## src/rtl/cv32e41s_pkg.sv

```systemverilog
// Purpose : shared types and constants for the OBI data-side TCM responder.
// Latency : n/a (types, constants and a pure LFSR step function only).
// Backpressure : n/a.
package cv32e41s_pkg;

  // OBI data request carried alongside req/gnt.
  typedef struct packed {
    logic [31:0] addr;
    logic        we;
    logic [3:0]  be;
    logic [31:0] wdata;
    logic [1:0]  memtype;
    logic [2:0]  prot;
    logic        dbg;
  } obi_data_req_t;

  // OBI data response carried alongside rvalid.
  typedef struct packed {
    logic [31:0] rdata;
    logic        err;
    logic        exokay;
  } obi_data_resp_t;

  typedef enum logic [0:0] {
    TCM_IDLE,
    TCM_WAIT
  } tcm_resp_state_e;

  localparam logic [15:0] TCM_LFSR_SEED  = 16'hACE1;
  localparam int          TCM_WAIT_CNT_W = 4;

  // One step of the 16-bit Fibonacci LFSR, taps 16,14,13,11.
  function automatic logic [15:0] tcm_lfsr_next(input logic [15:0] s);
    return {s[14:0], s[15] ^ s[13] ^ s[12] ^ s[10]};
  endfunction

endpackage

```

## src/rtl/cv32e41s_tcm_lfsr.sv

```systemverilog
// Purpose : free-standing 16-bit Fibonacci LFSR used to randomise TCM grant stalls.
// Latency : state advances on the clock edge after en_i is sampled high.
// Backpressure : none; en_i simply gates the step.
// Ports: clk/rst_n (async active-low, reloads seed), en_i (advance), lfsr_o (current state).
module cv32e41s_tcm_lfsr
  import cv32e41s_pkg::*;
(
  input  logic        clk,
  input  logic        rst_n,
  input  logic        en_i,
  output logic [15:0] lfsr_o
);

  logic [15:0] lfsr_q;
  logic [15:0] lfsr_d;

  assign lfsr_d = en_i ? tcm_lfsr_next(lfsr_q) : lfsr_q;

  always_ff @(posedge clk or negedge rst_n) begin
    if (!rst_n) begin
      lfsr_q <= TCM_LFSR_SEED;
    end else begin
      lfsr_q <= lfsr_d;
    end
  end

  assign lfsr_o = lfsr_q;

endmodule

```

## src/rtl/cv32e41s_obi_data_responder.sv

```systemverilog
// Purpose : OBI data-side subordinate; performs granted transfers on a single-port SRAM.
// Latency : gnt_o WAIT_STATES (+0..3 random with CV32E41S_TCM_RANDOM_STALL_EN) cycles after req_i;
//           rvalid_o exactly 1 cycle after the handshake.
// Backpressure : req/gnt on the request side only; responses cannot be stalled (no rready).
// Ports: req_i/gnt_o/trans_i request channel, rvalid_o/resp_o response channel,
//        mem_* single-port synchronous SRAM (read data one cycle after enable).
// Optional: define CV32E41S_TCM_RANDOM_STALL_EN to add LFSR-driven extra grant stalls.
module cv32e41s_obi_data_responder
  import cv32e41s_pkg::*;
#(
  parameter logic [31:0] ADDR_BASE      = 32'h0000_0000,
  parameter logic [31:0] ADDR_SIZE      = 32'h0001_0000,
  parameter int          MEM_ADDR_WIDTH = 14,
  parameter int          WAIT_STATES    = 0
) (
  input  logic                      clk,
  input  logic                      rst_n,
  input  logic                      req_i,
  output logic                      gnt_o,
  input  obi_data_req_t             trans_i,
  output logic                      rvalid_o,
  output obi_data_resp_t            resp_o,
  output logic                      mem_req_o,
  output logic                      mem_we_o,
  output logic [3:0]                mem_be_o,
  output logic [MEM_ADDR_WIDTH-1:0] mem_addr_o,
  output logic [31:0]               mem_wdata_o,
  input  logic [31:0]               mem_rdata_i
);

  // Random stalls can push the total wait up to 15+3, so the counter needs one more bit.
`ifdef CV32E41S_TCM_RANDOM_STALL_EN
  localparam int CNT_W = TCM_WAIT_CNT_W + 1;
`else
  localparam int CNT_W = TCM_WAIT_CNT_W;
`endif

  tcm_resp_state_e state_q, state_d;
  logic [CNT_W-1:0] cnt_q, cnt_d;
  logic [CNT_W-1:0] wait_total;
  logic [1:0]       extra_stall;
  logic             handshake;
  logic             in_range;
  logic [31:0]      addr_off;
  logic [32:0]      addr_w, lo_w, hi_w;
  logic             rvalid_q, err_q, rd_q;
  logic             unused_sigs;

  assign handshake = req_i && gnt_o;

`ifdef CV32E41S_TCM_RANDOM_STALL_EN
  logic [15:0] lfsr;

  cv32e41s_tcm_lfsr u_lfsr (
    .clk    (clk),
    .rst_n  (rst_n),
    .en_i   (handshake),
    .lfsr_o (lfsr)
  );

  // The LFSR only moves on handshakes, so the extra count is stable while a request waits.
  assign extra_stall = lfsr[1:0];
  logic unused_lfsr;
  assign unused_lfsr = ^lfsr[15:2];
`else
  assign extra_stall = 2'b00;
`endif

  assign wait_total = CNT_W'(WAIT_STATES) + CNT_W'(extra_stall);

  // Grant FSM: a zero total wait grants in the request cycle, otherwise the counter
  // is loaded with total-1 so the grant lands exactly 'total' cycles after req_i rose.
  always_comb begin
    state_d = state_q;
    cnt_d   = cnt_q;
    gnt_o   = 1'b0;
    case (state_q)
      TCM_IDLE: begin
        if (req_i) begin
          if (wait_total == '0) begin
            gnt_o = 1'b1;
          end else begin
            cnt_d   = wait_total - CNT_W'(1);
            state_d = TCM_WAIT;
          end
        end
      end
      TCM_WAIT: begin
        if (cnt_q == '0) begin
          gnt_o   = req_i;
          state_d = TCM_IDLE;
        end else begin
          cnt_d = cnt_q - CNT_W'(1);
        end
      end
      default: state_d = TCM_IDLE;
    endcase
  end

  // 33-bit window compare so a window ending at 32'hFFFF_FFFF does not wrap.
  assign addr_w   = {1'b0, trans_i.addr[31:2], 2'b00};
  assign lo_w     = {1'b0, ADDR_BASE};
  assign hi_w     = {1'b0, ADDR_BASE} + {1'b0, ADDR_SIZE} - 33'd1;
  assign in_range = (addr_w >= lo_w) && (addr_w <= hi_w);
  assign addr_off = trans_i.addr - ADDR_BASE;

  assign mem_req_o   = handshake && in_range;
  assign mem_we_o    = trans_i.we;
  assign mem_be_o    = trans_i.be;
  assign mem_wdata_o = trans_i.wdata;
  assign mem_addr_o  = addr_off[MEM_ADDR_WIDTH+1:2];

  always_ff @(posedge clk or negedge rst_n) begin
    if (!rst_n) begin
      state_q  <= TCM_IDLE;
      cnt_q    <= '0;
      rvalid_q <= 1'b0;
      err_q    <= 1'b0;
      rd_q     <= 1'b0;
    end else begin
      state_q  <= state_d;
      cnt_q    <= cnt_d;
      rvalid_q <= handshake;
      err_q    <= handshake && !in_range;
      rd_q     <= handshake && in_range && !trans_i.we;
    end
  end

  // err_q/rd_q are only set alongside rvalid_q, so an idle response is all zero.
  always_comb begin
    resp_o        = '0;
    resp_o.rdata  = rd_q ? mem_rdata_i : 32'h0;
    resp_o.err    = err_q;
    resp_o.exokay = 1'b0;
  end
  assign rvalid_o = rvalid_q;

  // memtype/prot/dbg do not affect a plain non-bufferable TCM.
  assign unused_sigs = ^{trans_i.memtype, trans_i.prot, trans_i.dbg,
                         addr_off[1:0], addr_off[31:MEM_ADDR_WIDTH+2]};

`ifndef SYNTHESIS
  // Initiator must hold the request and its payload until granted.
  a_req_hold : assert property (@(posedge clk) disable iff (!rst_n)
    (req_i && !gnt_o) |=> (req_i && $stable(trans_i)));
`endif

endmodule

```

## config.mk

```make
export PLATFORM = sky130hd
export DESIGN_NAME = cv32e41s_obi_data_responder
export DESIGN_NICKNAME = d
export VERILOG_FILES = /design/src/rtl/cv32e41s_pkg.sv /design/src/rtl/cv32e41s_tcm_lfsr.sv /design/src/rtl/cv32e41s_obi_data_responder.sv
export SDC_FILE = /design/constraint.sdc
export NUM_CORES = 1
export LEC_CHECK = 0
export ABC_AREA = 1
export CAP_MARGIN = 0
export CORE_MARGIN = 4
export CORE_UTILIZATION = 22
export CTS_BUF_LIST = sky130_fd_sc_hd__clkbuf_16
export CTS_CLUSTER_DIAMETER = 120
export DETAILED_ROUTE_END_ITERATION = 12
export GPL_TIMING_DRIVEN = 0
export HOLD_SLACK_MARGIN = 0.12
export PLACE_DENSITY = 0.95
export SYNTH_ARGS = -nofsm -noshare
export SYNTH_HDL_FRONTEND = slang
export SYNTH_HIERARCHICAL = 1
export SYNTH_SLANG_ARGS = --single-unit
```

## constraint.sdc

```tcl
create_clock -name clk -period 4.2 [get_ports clk]
set_clock_uncertainty 0.05 [all_clocks]
set_input_delay 1.26 -clock clk [delete_from_list [all_inputs] [get_ports clk]]
set_output_delay 1.26 -clock clk [all_outputs]
set_load 0.01 [all_outputs]
```

==> flow_metrics.py <==
metrics = {
    "power": {
        "p_leak_nw": 1.43,
        "pwr-share-clk_pct": 40.4,
        "p_int_uw": 319,
        "switching_share_pct": 20.3,
        "seq_power_share_pct": 19.7,
        "power_density_mw_per_mm2": 153,
        "power_switching_uw": 81.3,
        "max-vdd-ir-drop_mv": 0.225,
        "combPwrFrac_pct": 39.9,
    },
    "run": {
        "timing.max_cap.violations": 0,
    },
    "synthesis": {
        "synth_top_family_by_area": "buffers and inverters",
        "syn_nets": 282,
        "synth_area_leader_cell": "buf_4",
        "yosysUniqueCellTypes": 17,
        "synthSimpleGateAreaFrac_pct": 23.0,
        "synthAdderAreaFrac_pct": 2.33,
        "yosys.area_share.xor_xnor_pct": 1.63,
        "synthCells": 170,
        "synthTopCellsByArea": "buf_4, dfrtp_1, nand2_1, inv_1, nor2_1",
        "yosys_register_bits": 8,
        "ys_warn_count": 6,
        "synth_top_area_share_pct": 37.1,
        "ys_seq_area_share_pct": 18.7,
        "syn_area_mm2": 0.00107,
        "synth.avg_cell_area_um2": 6.31,
        "synth.mux.area_fraction_pct": 0,
        "synth-compound-area-share_pct": 1.87,
    },
    "worst_setup_path": {
        "crit_chain": "clkdlybuf4s50_1 > nand2_4 > inv_1 > clkdlybuf4s50_1",
        "path_buf_inv": 3,
        "slowest_delay_ps": 530,
        "rr_worst_depth": 6,
        "critPathKind": "in2out",
        "cp_data_arrival_time_ps": 2420,
        "path_delay_family": "buffers and inverters",
        "reg2reg_slack_ps": 2980,
        "cpMostUsedCell": "clkdlybuf4s50_1",
        "cp-end-kind": "output port",
        "start_kind": "primary input",
        "path_max_fanout": 5,
        "r2r_start": "cnt_q[0]",
        "crit_slowest_cell": "clkdlybuf4s50_1",
        "required_ps": 2890,
        "r2r_end": "rd_q",
    },
    "worst_hold_path": {
        "holdCritPathClass": "reg2reg",
        "hold_start": "cnt_q[1]",
        "hold_depth": 2,
        "hold_end": "cnt_q[1]",
    },
    "routing": {
        "num_vias": 1351,
        "wirelength_mm": 4.47,
        "wl_met3_um": 370,
        "top_layer": "met4",
        "route.met2.wl_mm": 2.58,
        "drc": 0,
        "drt_iter0_markers": 17,
        "viasPerCell": 3.57,
        "route.detailed.wl_per_inst_um": 11.8,
        "drtAntennaViolNets": 0,
        "drt_pass1_iterations": 4,
        "wl_met1_mm": 1.43,
    },
    "clock_network": {
        "clk_pin_slew_ps": 40,
        "postCtsSetupBuffers": 0,
        "cts_buffers": 3,
        "clk-insertion-delay-late_ps": 240,
        "htree_levels": 1,
        "clk_path_buf_depth": 2,
        "cts_tree": "built",
        "root_buffer": "clkbuf_16",
        "clkSinkCount": 8,
    },
    "timing": {
        "holdWs_ps": 437,
        "rsz0062_at_grt": "false",
        "fmax_mhz": 268,
        "hold_viol_final": 0,
        "drv_slew": 0,
        "fin_crit_ps": 3730,
        "setup_viol": 0,
        "tns_ps": 0,
        "fin_crit_sh_pct": 88.9,
    },
    "final_layout": {
        "diodes": 0,
        "drive_gt1_share_pct": 20.6,
        "multi_input_area_um2": 313,
        "layout_commonest_cell": "clkdlybuf4s50_1",
        "fillers": 421,
        "seq_area_um2": 200,
        "finalNetCount": 425,
        "final_cell_mix": "clkdlybuf4s50_1, buf_4, nand2_1, inv_1, nor2_1",
        "area_delta_synth_final_pct": 144,
    },
    "global_routing": {
        "grt_usage_pct": 14.3,
        "grt_max_degree": 11,
        "grt_overflow": 0,
        "antenna_found_initial": 0,
        "grt_pass1_vias": 1446,
        "grt_pass1_wl_mm": 6.89,
    },
    "run_status": {
        "status": "finished clean",
    },
    "placement": {
        "portBuffers": 138,
        "gp_congestion": 0.695,
        "dp_hpwl_mm": 4.06,
    },
    "floorplanning": {
        "die_w_um": 77.8,
        "fp.dieH_um": 77.8,
        "die-area_mm2": 0.00606,
        "initial_core_util_pct": 22.7,
        "core_mm2": 0.00472,
        "rows": 25,
        "io_pins": 198,
    },
}
==> metrics by stage <==
stage | setup slack [ps] | instance area, um^2 | utilization (%) | cells | total power [mW]
final | 466 | 2620 | 55.4 | 378 | 0.400
after global routing | 390 | 2620 | 55.4 | 378 | 0.419
after global placement | 179 | 2540 | 53.7 | 375 | 0.237
after floorplan | 1120 | 1070 | - | 170 | 0.136
after CTS | 138 | 2610 | 55.3 | 378 | 0.407
after detailed placement | 142 | 2540 | 53.7 | 375 | 0.240
==> synthesized netlist by cell type <==
| library cell | number |
|---|---|
| nand2_4 | 2 |
| o21ai_0 | 3 |
| nand3_2 | 1 |
| nor2_1 | 12 |
| conb_1 | 1 |
| inv_2 | 1 |
| buf_2 | 3 |
| ha_1 | 2 |
| dfrtp_1 | 8 |
| nor3_2 | 1 |
| a21oi_1 | 1 |
| inv_1 | 38 |
| xor2_1 | 1 |
| nand3_1 | 1 |
| nand2_1 | 41 |
| buf_4 | 53 |
| xnor2_1 | 1 |
==> what timing repair did <==
action / CTS / global route
setup endpoints to repair: 0 / 1
hold buffers: 0 / 0
gates resized for setup: 0 / 1
endpoints found under the hold margin: 0 / 0
==> routing by layer <==
layer,vias to the layer above,track usage [%]
met5,-,0
met3,7,4.18
met1,576,14.4
met4,0,5.69
met2,63,27.1
li1,705,-
==> worst reg2reg max path, cell delays in order (launching register included) <==
cell and delay, ps:
dfrtp_1 350, inv_1 120, ha_1 180, nand3_2 100, nand2_4 130, nand2_4 80
nor3_2 140
==> power by group through the flow <==
stage	Sequential, mW	Clock, mW	Combinational, mW
floorplan	0.0800	0	0.0561
global placement	0.0797	0	0.158
detailed placement	0.0797	0	0.160
CTS	0.0788	0.167	0.161
global route	0.0789	0.172	0.169
finish	0.0788	0.162	0.160
==> worst max-delay path by stage <==
stage | depth (start not counted) | to | slack [ps] | from
floorplan | 5 | mem_req_o | 1120 | trans_i[64]
global placement | 7 | mem_req_o | 180 | trans_i[71]
detailed placement | 7 | mem_req_o | 140 | trans_i[60]
CTS | 7 | mem_req_o | 140 | trans_i[60]
global route | 7 | mem_req_o | 390 | trans_i[71]
finish | 4 | gnt_o | 470 | req_i
==> state kept, by name, summed over array words and instances (netlist names) <==
register / flops
rvalid_o: 1
err_q: 1
state_q: 1
cnt_q: 4
rd_q: 1
==> cell type report <==
cell class / instances / area share (%)
buffer: 56 / 15.8
clock buffer: 3 / 2.87
inverter: 39 / 5.60
multi-input combinational: 67 / 12.0
sequential: 8 / 7.66
tap: 67 / 3.21
timing repair buffer: 138 / 52.9
==> cell families after synthesis <==
family	after synthesis
AOI/OAI and AO/OA	4
xor gates and xnor gates	2
adders and majority gates	2
buffers and inverters	95
DFF	8
other	1
and+or+nand+nor	58
Power figures use the tool's default switching activity.
